### config.mk
export PLATFORM = sky130hd
export DESIGN_NAME = adv_timer_lut_array
export DESIGN_NICKNAME = d
export VERILOG_FILES = /design/src/rtl/adv_timer_lut_array.sv
export SDC_FILE = /design/constraint.sdc
export NUM_CORES = 1
export LEC_CHECK = 0
export ABC_AREA = 1
export BUFFER_PORTS_ARGS = -buffer_cell sky130_fd_sc_hd__buf_4
export CELL_PAD_IN_SITES_DETAIL_PLACEMENT = 0
export CELL_PAD_IN_SITES_GLOBAL_PLACEMENT = 2
export CORE_MARGIN = 5
export CORE_UTILIZATION = 30
export DETAILED_ROUTE_END_ITERATION = 8
export GPL_ROUTABILITY_DRIVEN = 0
export GPL_TIMING_DRIVEN = 0
export PLACE_DENSITY = 0.78
export SYNTH_ARGS = -nofsm -noshare
export SYNTH_HDL_FRONTEND = slang
export SYNTH_SLANG_ARGS = --single-unit
### constraint.sdc
create_clock -name clk_i -period 2.3 [get_ports clk_i]
set_input_delay 0.345 -clock clk_i [delete_from_list [all_inputs] [get_ports clk_i]]
set_output_delay 0.345 -clock clk_i [all_outputs]
set_load 0.01 [all_outputs]
### src/rtl/adv_timer_lut_array.sv
// Array of N_CH lookup tables sharing one N_IN-bit index, with rise/fall event pulses.
// Latency: signal_o is 0 cycles from signal_i by default, and 1 cycle when LUT_OUT_REG_EN is defined.
// No backpressure. Config written while active is shadowed and committed on sync_i.
module adv_timer_lut_array #(
  parameter int N_IN = 4,
  parameter int N_CH = 4
) (
  input  logic                       clk_i,
  input  logic                       rstn_i,
  input  logic                       cfg_en_i,
  input  logic                       cfg_update_i,
  input  logic [N_CH*(2**N_IN)-1:0]  cfg_lut_i,
  input  logic                       sync_i,
  input  logic [N_IN-1:0]            signal_i,
  output logic [N_CH-1:0]            signal_o,
  output logic [N_CH-1:0]            rise_o,
  output logic [N_CH-1:0]            fall_o,
  output logic                       pending_o
);

  localparam int LUT_W = 2**N_IN;
  localparam int CFG_W = N_CH*LUT_W;

  logic             r_active;
  logic             pending;
  logic [CFG_W-1:0] active_lut;
  logic [CFG_W-1:0] shadow_lut;
  logic [N_CH-1:0]  prev;
  logic [N_CH-1:0]  lut_val;
  logic [N_CH-1:0]  sig;

  // Enable tracking and config update. The active table only changes at activation, while
  // inactive, or at a commit, so it never changes part way through a timer period.
  always_ff @(posedge clk_i or negedge rstn_i) begin
    if (!rstn_i) begin
      r_active   <= 1'b0;
      pending    <= 1'b0;
      active_lut <= '0;
      shadow_lut <= '0;
    end else if (!r_active) begin
      if (cfg_en_i) begin
        r_active   <= 1'b1;
        active_lut <= cfg_lut_i;
        pending    <= 1'b0;
      end else if (cfg_update_i) begin
        active_lut <= cfg_lut_i;
      end
    end else begin
      if (!cfg_en_i) begin
        // The active table is kept. The shadow is dropped.
        r_active   <= 1'b0;
        pending    <= 1'b0;
        shadow_lut <= '0;
      end else if (cfg_update_i && sync_i) begin
        active_lut <= cfg_lut_i;
        pending    <= 1'b0;
      end else if (cfg_update_i) begin
        shadow_lut <= cfg_lut_i;
        pending    <= 1'b1;
      end else if (sync_i && pending) begin
        active_lut <= shadow_lut;
        pending    <= 1'b0;
      end
    end
  end

  // Per-channel table lookup at the shared index.
  for (genvar c = 0; c < N_CH; c++) begin : g_ch
    logic [LUT_W-1:0] tbl;
    assign tbl        = active_lut[c*LUT_W +: LUT_W];
    assign lut_val[c] = tbl[signal_i];
  end

`ifdef LUT_OUT_REG_EN
  logic [N_CH-1:0] out_q;

  // Registered output stage. It is cleared whenever the block is inactive.
  always_ff @(posedge clk_i or negedge rstn_i) begin
    if (!rstn_i) begin
      out_q <= '0;
    end else begin
      out_q <= r_active ? lut_val : '0;
    end
  end

  assign sig = out_q & {N_CH{r_active}};
`else
  assign sig = r_active ? lut_val : '0;
`endif

  // Previous output value for edge detection. It stays at 0 while the block is inactive,
  // because sig is gated.
  always_ff @(posedge clk_i or negedge rstn_i) begin
    if (!rstn_i) begin
      prev <= '0;
    end else begin
      prev <= sig;
    end
  end

  assign signal_o  = sig;
  assign rise_o    = sig & ~prev;
  assign fall_o    = ~sig & prev;
  assign pending_o = pending;

endmodule

# Yosys cells after proc, flatten, opt, wreduce, memory -nomap -nowiden
# Index checks and enable logic that the tools add are counted.
[totals]
reg_bits = 134
input_bits = 73
output_inout_bits = 13
[op_classes]
n_lt_le_gt_ge = 1
eq_ne = 6
reduce_logical = 7
n_bitwise = 4
n_mux = 25
[op_table]
columns = ["operator", "n"]
rows = [
  ["2-to-1 mux 64 bit", 9],
  ["binary-select mux 1 bit (select 4 bit)", 4],
  ["2-to-1 mux 1 bit", 11],
  ["bitwise AND 4 bit", 2],
  ["inverter 4 bit", 2],
  ["< comparator 4 x 5 -> 1 bit, second input constant", 1],
  ["inequality test 5 x 3 -> 1 bit, second input constant", 1],
  ["2-to-1 mux 4 bit", 1],
  ["inequality test 2 bit, second input constant", 2],
  ["AND reduction 4 bit", 1],
  ["nonzero test 2 bit", 2],
  ["inequality test 3 x 1 -> 1 bit, second input constant", 1],
  ["inequality test 3 x 2 -> 1 bit, second input constant", 1],
  ["AND reduction 3 bit", 1],
  ["logical AND 1 bit", 2],
  ["inequality test 2 x 1 -> 1 bit, second input constant", 1],
  ["AND reduction 2 bit", 1],
]

# Longest topological paths before layout
# Gate-level depths: netlist of run 1.
[depth]
ltp_word = 6
depth_mapped = 10
ltp_nobuf = 8

# Worst setup path after synthesis of run 1
# Ideal clock, no wire load.
[synth_timing]
path_kind = "input to output"
start = "in signal_i[1]"
end = "out rise_o[1]"
required_ns = 1.955
path_buffers = 2
setup_slack_ns = 0.669
cell_stages = 9
arrival_ns = 1.286
path_cell_list = "buf_2 inv_1 buf_4 nand3_1 nand3_1 nand3_1 nand2_1 nand2_1 nor2_1"
[synth_between]
elab_chain_len = 4
[synth_rtl]
columns = ["element", "line", "source"]
rows = [
  ["from (decl)", "14", "input logic [N_IN-1:0] signal_i,"],
  ["binary-select mux 1 bit (select 4 bit)", "71", "assign lut_val[c] = tbl[signal_i];"],
  ["2-to-1 mux 1 bit (implied by the code)", "71", ""],
  ["2-to-1 mux 4 bit", "88", "assign sig = r_active ? lut_val : '0;"],
  ["bitwise AND 4 bit", "102", "assign rise_o = sig & ~prev;"],
  ["to (decl)", "16", "output logic [N_CH-1:0] rise_o,"],
]
# Every way passes these cells. The select of a mux whose other input is x is not followed.

# Final worst setup path of run 1
[layout_timing]
start = "in signal_i[0]"
end = "out fall_o[0]"
[layout_between]
elab_chain_len = 5
[layout_rtl]
columns = ["element", "line", "source"]
rows = [
  ["binary-select mux 1 bit (select 4 bit)", "71", ""],
  ["2-to-1 mux 1 bit (implied by the code)", "71", ""],
  ["2-to-1 mux 4 bit", "88", ""],
  ["inverter 4 bit", "103", "assign fall_o = ~sig & prev;"],
  ["bitwise AND 4 bit", "103", ""],
  ["to (decl)", "17", "output logic [N_CH-1:0] fall_o,"],
]
# Every way passes these cells. The select of a mux whose other input is x is not followed.

==> flow_metrics.env, run 1 <==
export IMPL_powerDensity_nw_per_um2=777
export IMPL_slowest_stage="buf_2"
export IMPL_hold_path_class="in -> reg"
export IMPL_fp_dieArea_um2=27100
export IMPL_max_slew_margin_pct=64.0
export IMPL_yosys_warnings=0
export IMPL_synth_seq_cells=134
export IMPL_crit_fanout=10
export IMPL_grt_pass1_vias=5839
export IMPL_cp_data_required_time_ns=1.96
export IMPL_vias=5772
export IMPL_tightest_slew_ns=0.540
export IMPL_grt_antenna_before_repair=1
export IMPL_hold_viol_final=0
export IMPL_drcViolationCount=0
export IMPL_htree_levels=4
export IMPL_met1_usage_pct=21.8
export IMPL_die_y_um=165
export IMPL_syn_to_final_growth_pct=22.6
export IMPL_layout_common_cells="145 x nand2_1, 142 x inv_1, 134 x dfrtp_1"
export IMPL_worstSetupEndpointType="primary output"
export IMPL_critical_path_class="in -> out"
export IMPL_synth_area_per_cell_um2=8.84
export IMPL_cts_tree="built"
export IMPL_startpoint_type="primary input"
export IMPL_slew_violations=0
export IMPL_cp_top_family="buffers and inverters"
export IMPL_final_min_clock_period_ns=2.15
export IMPL_timing_final_crit_share_pct=93.5
export IMPL_max_stage_delay_ns=0.31
export IMPL_fill_cells=2434
export IMPL_cts_made_buffers=17
export IMPL_synth_cells=810
export IMPL_dr_pass1_iters=4
export IMPL_grt_total_usage_pct=15.5
export IMPL_fp_dieW_um=165
export IMPL_top_usage_layer="met2"
export IMPL_rsz0062_at_grt="no"
export IMPL_grt_overflow_total=0
export IMPL_clk_pin_slew_worst_paths_ns=0.05
export IMPL_hold_ws_ns=0.0584
export IMPL_clkLatencyLatePin_ns=0.43
export IMPL_fmax_mhz=465
export IMPL_synth_nets=883
export IMPL_antenna_left=0
export IMPL_dp_hpwl_mm=14.3
export IMPL_drt_vias_per_instance=4.64
export IMPL_nNetsFinal=989
export IMPL_irDropWorstVdd_mv=0.505
export IMPL_grt_first_pass_wirelength_mm=32.3
export IMPL_initial_core_util_pct=30.5
export IMPL_worstPathArrival_ns=1.81
export IMPL_crit_buf_inv=4
export IMPL_final_common_cell="nand2_1"
export IMPL_fp_row_count=56
export IMPL_status="finished clean"
export IMPL_crit_top_cell="nand3_1"
export IMPL_cp_cell_sequence="buf_2 -> inv_1 -> buf_2 -> nand2_1 -> nand3_1 -> nand3_1 -> nand3_1 -> nand2_1 -> a21oi_1 -> buf_4"
export IMPL_first_iter_violations=326
export IMPL_finalClockSkew_ns=0.0212
export IMPL_clockBufferDepth=2
export IMPL_synth_area_um2=7160
export IMPL_wl_per_cell_um=16.1
export IMPL_setup_tns_final_ns=0
export IMPL_io_buffer_count=82
export IMPL_synth_area_top_cells="dfrtp_1 47%, o211ai_2 10%, nand3_1 8.5%"
export IMPL_drt_wl_total_mm=20.1
export IMPL_ys_seq_area_share_pct=46.8
export IMPL_io_pins=86
export IMPL_synth_top_cell_by_area="dfrtp_1"
export IMPL_maxCapViolCount=0
export IMPL_p_leak_uw=0.00421
export IMPL_final_setup_viol_count=0
export IMPL_synth_top_area_share_pct=46.8
export IMPL_drive_gt1_share_pct=30.5
export IMPL_yosysUniqueCellTypes=21
export IMPL_grt_use_met2_pct=23.9
export IMPL_use_met3_pct=3.49
export IMPL_diodes=0
export IMPL_grt_max_degree=94
export IMPL_core_area_um2=23500
export IMPL_root_buffer="clkbuf_16"
export IMPL_clock_sinks=134
## report_power, final
| part | leakage [uW] | internal (uW) | total [uW] | switching (uW) |
|---|---|---|---|---|
| Combinational | 0.00225 | 568 | 1500 | 928 |
| Sequential | 0.00169 | 2700 | 2790 | 87.6 |
| Clock | 0.000259 | 1550 | 2540 | 987 |
## synth_stat cells
cell / n
nand2_1: 145
inv_1: 143
dfrtp_1: 134
nand3_1: 121
o21ai_0: 64
o21ai_2: 60
o211ai_2: 57
buf_2: 26
clkbuf_1: 11
buf_4: 10
buf_6: 10
o211ai_1: 8
a21oi_1: 4
buf_8: 4
nor2_1: 4
o21ai_1: 4
a21oi_2: 1
clkbuf_2: 1
inv_2: 1
o22ai_1: 1
or2_1: 1
## layout make-up
type	instances	area [um2]	share of cell area, %
multi-input cells	470	2850	32.4
plain buffers	62	425	4.85
inverters	144	544	6.20
clock buffers	25	485	5.53
well taps	319	399	4.55
clock inverters	4	47.5	0.542
flip-flops and latches	134	3350	38.2
repair buffers	87	679	7.74
## registers in the layout, summed over array words and instances, names as in the netlist
register and flops:
prev 4, r_active 1, active_lut 64, shadow_lut 64, pending_o 1
## final timing paths
kind	startpoint	endpoint	slack, ns	cells after the start
min reg2reg	active_lut[34]$_DFFE_PN0P_	active_lut[34]$_DFFE_PN0P_	0.52	2
max	signal_i[0]	fall_o[0]	0.15	10
min	cfg_en_i	r_active$_DFF_PN0_	0.06	1
min in group asynchronous	rstn_i	shadow_lut[55]$_DFFE_PN0P_	0.41	2
max reg2reg	r_active$_DFF_PN0_	active_lut[47]$_DFFE_PN0P_	0.65	7
max in group asynchronous	rstn_i	active_lut[23]$_DFFE_PN0P_	1.11	3
## through the flow
stage	setup WS [ns]	total power, uW	cell area (um2)	utilization, %	std cells
after floorplan	0.669	3830	7160	-	810
after global placement	0.102	4320	8180	34.8	1211
after detailed placement	0.132	4350	8210	35.0	1212
after global routing	0.00864	7220	8780	37.4	1245
after CTS	0.127	6930	8750	37.3	1242
final	0.149	6820	8780	37.4	1245
## layer usage
layer  up-vias  wire (um)
li1       2860          -
met1      2781       9650
met2       108       9230
met3        21        895
met4         2        305
met5         -          7
## what timing repair did
action / 4_1_cts / 5_1_grt
resized for setup: 0 / 3
endpoints found under the setup margin: 0 / 2
buffers inserted: 0 / 3
hold buffers: 1 / 0
hold endpoints to repair: 41 / 0
## logic make-up (layout without fill, tap and decap cells)
| kind of cell | Yosys count | in the layout | synth area share, % |
|---|---|---|---|
| AND/OR/NAND/NOR | 271 | 271 | 16.3 |
| AO/OA/AOI/OAI | 199 | 199 | 23.4 |
| flip-flops | 134 | 134 | 46.8 |
| buffers and inverters | 206 | 322 | 13.5 |
Note: power is estimated with default switching activity, not from simulation.
==> run 2: changes to the inputs <==
--- a/config.mk
+++ b/config.mk
@@ -10,11 +10,11 @@
 export CELL_PAD_IN_SITES_DETAIL_PLACEMENT = 0
 export CELL_PAD_IN_SITES_GLOBAL_PLACEMENT = 2
 export CORE_MARGIN = 5
-export CORE_UTILIZATION = 30
+export CORE_UTILIZATION = 39
 export DETAILED_ROUTE_END_ITERATION = 8
 export GPL_ROUTABILITY_DRIVEN = 0
 export GPL_TIMING_DRIVEN = 0
-export PLACE_DENSITY = 0.78
+export PLACE_DENSITY = 0.95
 export SYNTH_ARGS = -nofsm -noshare
 export SYNTH_HDL_FRONTEND = slang
 export SYNTH_SLANG_ARGS = --single-unit
==> run 2 against run 1 <==
Net effect:
- total power increased by 2.6%
- sequential power barely moved
- highest routed layer unchanged
- critical endpoint is now rise_o[3]
- largest power group unchanged
- final cell count is 7.3% lower
==> flow_metrics.env, run 2 (synthesis results as in run 1) <==
export IMPL_grt_total_usage_pct=18.2
export IMPL_post_route_util_pct=48.2
export IMPL_first_iter_violations=370
export IMPL_layout_common_cells="145 x nand2_1, 143 x inv_1, 134 x dfrtp_1"
export IMPL_worstSetupEndpointType="primary output"
export IMPL_slowest_stage="clkbuf_1"
export IMPL_reg2reg_slack_ns=0.69
export IMPL_grt_antenna_before_repair=1
export IMPL_clockBufferDepth=2
export IMPL_p_sw_share_pct=28.8
export IMPL_hold_start="cfg_en_i"
export IMPL_irDropWorstVdd_mv=0.546
export IMPL_powerDensity_nw_per_um2=806
export IMPL_final_common_cell="nand2_1"
export IMPL_cp_data_required_time_ns=1.96
export IMPL_min_to="r_active$_DFF_PN0_"
export IMPL_syn_to_final_growth_pct=21.3
export IMPL_timing_final_crit_share_pct=92.0
export IMPL_rr_worst_depth=7
export IMPL_max_stage_delay_ns=0.40
export IMPL_dr_pass1_iters=4
export IMPL_final_min_clock_period_ns=2.12
export IMPL_wl_met1_mm=9.05
export IMPL_core_area_um2=18000
export IMPL_root_buffer="clkbuf_16"
export IMPL_max_slew_margin_pct=64.3
export IMPL_power_share_clock_pct=39.0
export IMPL_htree_levels=4
export IMPL_fp_dieArea_um2=21200
export IMPL_initial_core_util_pct=39.7
export IMPL_maxCapViolCount=0
export IMPL_crit_buf_inv=3
export IMPL_p_seq_share_pct=39.9
export IMPL_finalClockSkew_ns=0.00804
export IMPL_antenna_left=0
export IMPL_worst_r2r_endpoint="active_lut[52]$_DFFE_PN0P_"
export IMPL_p_switching_uw=2020
export IMPL_critical_path_class="in -> out"
export IMPL_cts_made_buffers=17
export IMPL_clk_pin_slew_worst_paths_ns=0.05
export IMPL_io_buffer_count=82
export IMPL_final_setup_viol_count=0
export IMPL_tightest_slew_ns=0.536
export IMPL_wl_per_cell_um=16.2
export IMPL_route_met3_wl_um=828
export IMPL_p_total_uw=7000
export IMPL_cts_tree="built"
export IMPL_grt_pass1_vias=5962
export IMPL_cp_cell_sequence="clkbuf_1 -> inv_1 -> nand3_1 -> nand3_1 -> nand2_1 -> nand2_1 -> nor2_1 -> buf_4"
export IMPL_top_layer="met5"
export IMPL_regToRegStartpoint="r_active$_DFF_PN0_"
export IMPL_fp_dieW_um=146
export IMPL_drive_gt1_share_pct=30.4
export IMPL_reg_top3="active_lut (64), shadow_lut (64), prev (4)"
export IMPL_drt_vias_per_instance=4.95
export IMPL_dp_hpwl_mm=13.1
export IMPL_io_pins=86
export IMPL_p_leak_uw=0.00422
export IMPL_vias=5708
export IMPL_hold_path_cell_count=1
export IMPL_intPower_uw=4980
export IMPL_rsz0062_at_grt="no"
export IMPL_startpoint_type="primary input"
export IMPL_hold_path_class="in -> reg"
export IMPL_worstPathArrival_ns=1.77
export IMPL_status="finished clean"
export IMPL_diodes=0
export IMPL_wl_met2_mm=8.55
export IMPL_clkLatencyLatePin_ns=0.42
export IMPL_fp_row_count=49
export IMPL_cp_top_family="buffers and inverters"
export IMPL_clock_sinks=134
export IMPL_slew_violations=0
export IMPL_drcViolationCount=0
export IMPL_drt_wl_total_mm=18.7
export IMPL_grt_overflow_total=0
export IMPL_p_comb_share_pct=21.1
export IMPL_setup_tns_final_ns=0
export IMPL_fmax_mhz=472
export IMPL_die_y_um=146
export IMPL_crit_fanout=9
export IMPL_grt_first_pass_wirelength_mm=31.4
export IMPL_grt_max_degree=92
export IMPL_nNetsFinal=986
export IMPL_hold_viol_final=0
-- run 2: layout make-up --
type / count / area (um2)
buffer: 62 / 424
clock buffer: 21 / 450
clock inverter: 10 / 130
fill: 1773 / 9340
inverter: 144 / 541
multi-input combinational: 470 / 2850
sequential: 134 / 3350
tap: 229 / 287
timing repair buffer: 84 / 657
-- run 2: timing repair --
| item | in CTS | in global routing |
|---|---|---|
| hold buffers | 1 | 0 |
| resized for setup | 0 | 0 |
| setup endpoints to repair | 0 | 0 |
| hold endpoints to repair | 43 | 0 |
| buffers inserted | 0 | 0 |
-- run 2: per-layer routing --
| layer | vias to the layer above | global-route usage [%] |
|---|---|---|
| met2 | 108 | 28.0 |
| li1 | 2862 | - |
| met5 | - | 0 |
| met1 | 2718 | 25.5 |
| met4 | 2 | 5.08 |
| met3 | 18 | 4.61 |
-- run 2: how the worst max path moves through the flow --
| stage | depth (start not counted) | slack (ns) | to | from |
|---|---|---|---|---|
| 2_1_floorplan | 9 | 0.67 | rise_o[1] | signal_i[1] |
| 3_3_place_gp | 10 | 0.19 | rise_o[3] | signal_i[1] |
| 3_5_place_dp | 10 | 0.19 | rise_o[3] | signal_i[1] |
| 4_1_cts | 10 | 0.18 | rise_o[3] | signal_i[1] |
| 5_1_grt | 10 | 0.08 | rise_o[2] | signal_i[1] |
| 6_report | 8 | 0.18 | rise_o[3] | signal_i[2] |
-- run 2: through the flow --
step | instances | hold WS [ns] | worst slack, ns | instance area [um2]
finish | 1154 | 0.0682 | 0.183 | 8690
global route | 1154 | 0.0563 | 0.0797 | 8690
CTS | 1154 | 0.0525 | 0.184 | 8690
detailed placement | 1122 | 0.296 | 0.191 | 8100
global placement | 1121 | 0.492 | 0.193 | 8070
floorplan | 810 | 0.0494 | 0.669 | 7160
-- run 2: power groups by stage --
stage	Clock [uW]	Sequential, uW	Combinational, uW
after global placement	0	2830	1460
after global routing	2890	2820	1670
after detailed placement	0	2830	1490
final	2730	2790	1480
after CTS	2780	2790	1500
after floorplan	0	2810	1020
-- run 2: worst reg2reg max path: stages, from the launching register on --
cell	delay [ns]
dfrtp_1	0.34
inv_1	0.06
a21oi_2	0.14
buf_4	0.24
clkbuf_1	0.40
nand2_1	0.12
o211ai_2	0.13
o21ai_2	0.08
==> run 3: changes to the inputs <==
--- a/config.mk
+++ b/config.mk
@@ -14,7 +14,8 @@
 export DETAILED_ROUTE_END_ITERATION = 8
 export GPL_ROUTABILITY_DRIVEN = 0
 export GPL_TIMING_DRIVEN = 0
-export PLACE_DENSITY = 0.95
+export MAX_ROUTING_LAYER = met4
+export PLACE_DENSITY_LB_ADDON = 0.1
 export SYNTH_ARGS = -nofsm -noshare
 export SYNTH_HDL_FRONTEND = slang
 export SYNTH_SLANG_ARGS = --single-unit
==> run 3 against run 2 <==
Net effect:
- total power down 1.6%
- register-to-register slack got worse by 0.05 ns
- via count is 2.7% higher
- combinational power about the same
- worst hold slack got worse by 0.0058 ns
- die area is the same
- design area down 0.48%
- clock skew decreased by 0.0043 ns
- highest routed layer is now met4
==> flow_metrics.env, run 3 (synthesis results as in run 1) <==
export IMPL_status="finished clean"
export IMPL_cp_cell_sequence="buf_2 -> clkinvlp_4 -> buf_4 -> nand3_1 -> nand3_1 -> nand3_1 -> nand2_1 -> nand2_1 -> inv_1 -> buf_4"
export IMPL_dp_cells=1122
export IMPL_layout_common_cells="145 x nand2_1, 142 x inv_1, 134 x dfrtp_1"
export IMPL_tightest_slew_ns=0.574
export IMPL_fp_dieArea_um2=21200
export IMPL_slew_violations=0
export IMPL_crit_buf_inv=5
export IMPL_reg2reg_slack_ns=0.64
export IMPL_path_depth=10
export IMPL_cp_top_family="buffers and inverters"
export IMPL_wl_per_cell_um=17.6
export IMPL_drcViolationCount=0
export IMPL_worstSetupEndpointType="primary output"
export IMPL_fmax_mhz=469
export IMPL_vias=5862
export IMPL_core_area_um2=18000
export IMPL_antenna_left=0
export IMPL_hold_path_cell_count=1
export IMPL_drt_wl_total_mm=20.3
export IMPL_max_slew_margin_pct=61.7
export IMPL_cp_startpoint="signal_i[1]"
export IMPL_final_min_clock_period_ns=2.13
export IMPL_maxCapViolCount=0
export IMPL_worstPathArrival_ns=1.79
export IMPL_final_cell_count_no_fill=1151
export IMPL_timing_final_crit_share_pct=92.8
export IMPL_setup_tns_final_ns=0
export IMPL_fp_row_count=49
export IMPL_rsz0062_at_grt="no"
export IMPL_htree_levels=4
export IMPL_die_y_um=146
export IMPL_hold_path_class="in -> reg"
export IMPL_grt_antenna_before_repair=0
export IMPL_clk_pin_slew_worst_paths_ns=0.05
export IMPL_cts_made_buffers=17
export IMPL_nNetsFinal=986
export IMPL_finalClockSkew_ns=0.00378
export IMPL_dpl_worst_slack_ns=0.0825
export IMPL_final_setup_viol_count=0
export IMPL_fp_dieW_um=146
export IMPL_crit_top_cell="nand3_1"
export IMPL_critical_path_class="in -> out"
export IMPL_fin_ws_ns=0.166
export IMPL_grt_pass1_vias=6165
export IMPL_hold_start="cfg_en_i"
export IMPL_startpoint_type="primary input"
export IMPL_dp_hpwl_mm=14.1
export IMPL_grt_max_degree=77
export IMPL_grt_total_usage_pct=20.1
export IMPL_root_buffer="clkbuf_16"
export IMPL_crit_fanout=10
export IMPL_clkLatencyLatePin_ns=0.42
export IMPL_grt_overflow_total=0
export IMPL_drt_vias_per_instance=5.09
export IMPL_irDropWorstVdd_mv=0.562
export IMPL_rr_worst_depth=7
export IMPL_regToRegStartpoint="r_active$_DFF_PN0_"
export IMPL_dr_pass1_iters=5
export IMPL_clockBufferDepth=2
export IMPL_grt_first_pass_wirelength_mm=33.1
export IMPL_hold_viol_final=0
export IMPL_cp_data_required_time_ns=1.96
export IMPL_final_common_cell="nand2_1"
export IMPL_io_pins=86
export IMPL_reg_top3="active_lut (64), shadow_lut (64), prev (4)"
export IMPL_initial_core_util_pct=39.7
export IMPL_p_leak_uw=0.00420
export IMPL_slowest_stage="clkinvlp_4"
export IMPL_max_stage_delay_ns=0.28
export IMPL_cts_tree="built"
export IMPL_powerDensity_nw_per_um2=797
export IMPL_io_buffer_count=82
export IMPL_first_iter_violations=319
export IMPL_diodes=0
export IMPL_drive_gt1_share_pct=30.3
export IMPL_syn_to_final_growth_pct=20.7
export IMPL_clock_sinks=134
## run 3: cell types whose count changed in the layout (fill, tap and decap cells not counted)
cell / before / now
clkinvlp_4: 2 / 1
inv_1: 143 / 142
clkinv_2: 5 / 4
clkbuf_2: 1 / 2
bufinv_16: 3 / 2
## run 3: power breakdown
group / switching (uW) / internal (uW) / total, uW
Sequential: 90.3 / 2710 / 2800
Combinational: 939 / 564 / 1500
Clock: 1000 / 1590 / 2590
Total: 2030 / 4860 / 6890
## run 3: timing repair
action | CTS | global route
buffers inserted | 0 | 0
gates resized for setup | 0 | 3
hold endpoints to repair | 58 | 0
setup endpoints to repair | 0 | 3
hold buffers | 1 | 0
## run 3: layer usage
metal  track usage (%)  share of wire, %
met1              27.7                49
met2              30.5                46
met3              3.83               3.9
met4              5.69               1.5
met5                 -                 0
## run 3: layout make-up
cell class,instances,area (um2)
plain buffers,62,425
clock buffers,22,454
clock inverters,6,80.1
fillers,1803,9380
inverters,144,544
multi-input cells,470,2850
flip-flops and latches,134,3350
well taps,229,287
repair buffers,84,657
## run 3: path summary, 6_finish.rpt
kind / to
hold / removal: r_active$_DFF_PN0_
hold reg to reg: active_lut[33]$_DFFE_PN0P_
setup reg to reg: active_lut[14]$_DFFE_PN0P_
min in group asynchronous: shadow_lut[54]$_DFFE_PN0P_
max in group asynchronous: shadow_lut[20]$_DFFE_PN0P_
setup / recovery: signal_o[2]
## run 3: metrics by stage
| stage | hold WS (ns) | area [um2] | power (uW) | util (%) |
|---|---|---|---|---|
| floorplan | 0.0494 | 7160 | 3830 | - |
| global placement | 0.487 | 8070 | 4300 | 44.7 |
| detailed placement | 0.370 | 8100 | 4350 | 44.9 |
| CTS | 0.0395 | 8640 | 6970 | 47.9 |
| global route | 0.0452 | 8650 | 7250 | 48.0 |
| finish | 0.0623 | 8650 | 6890 | 48.0 |
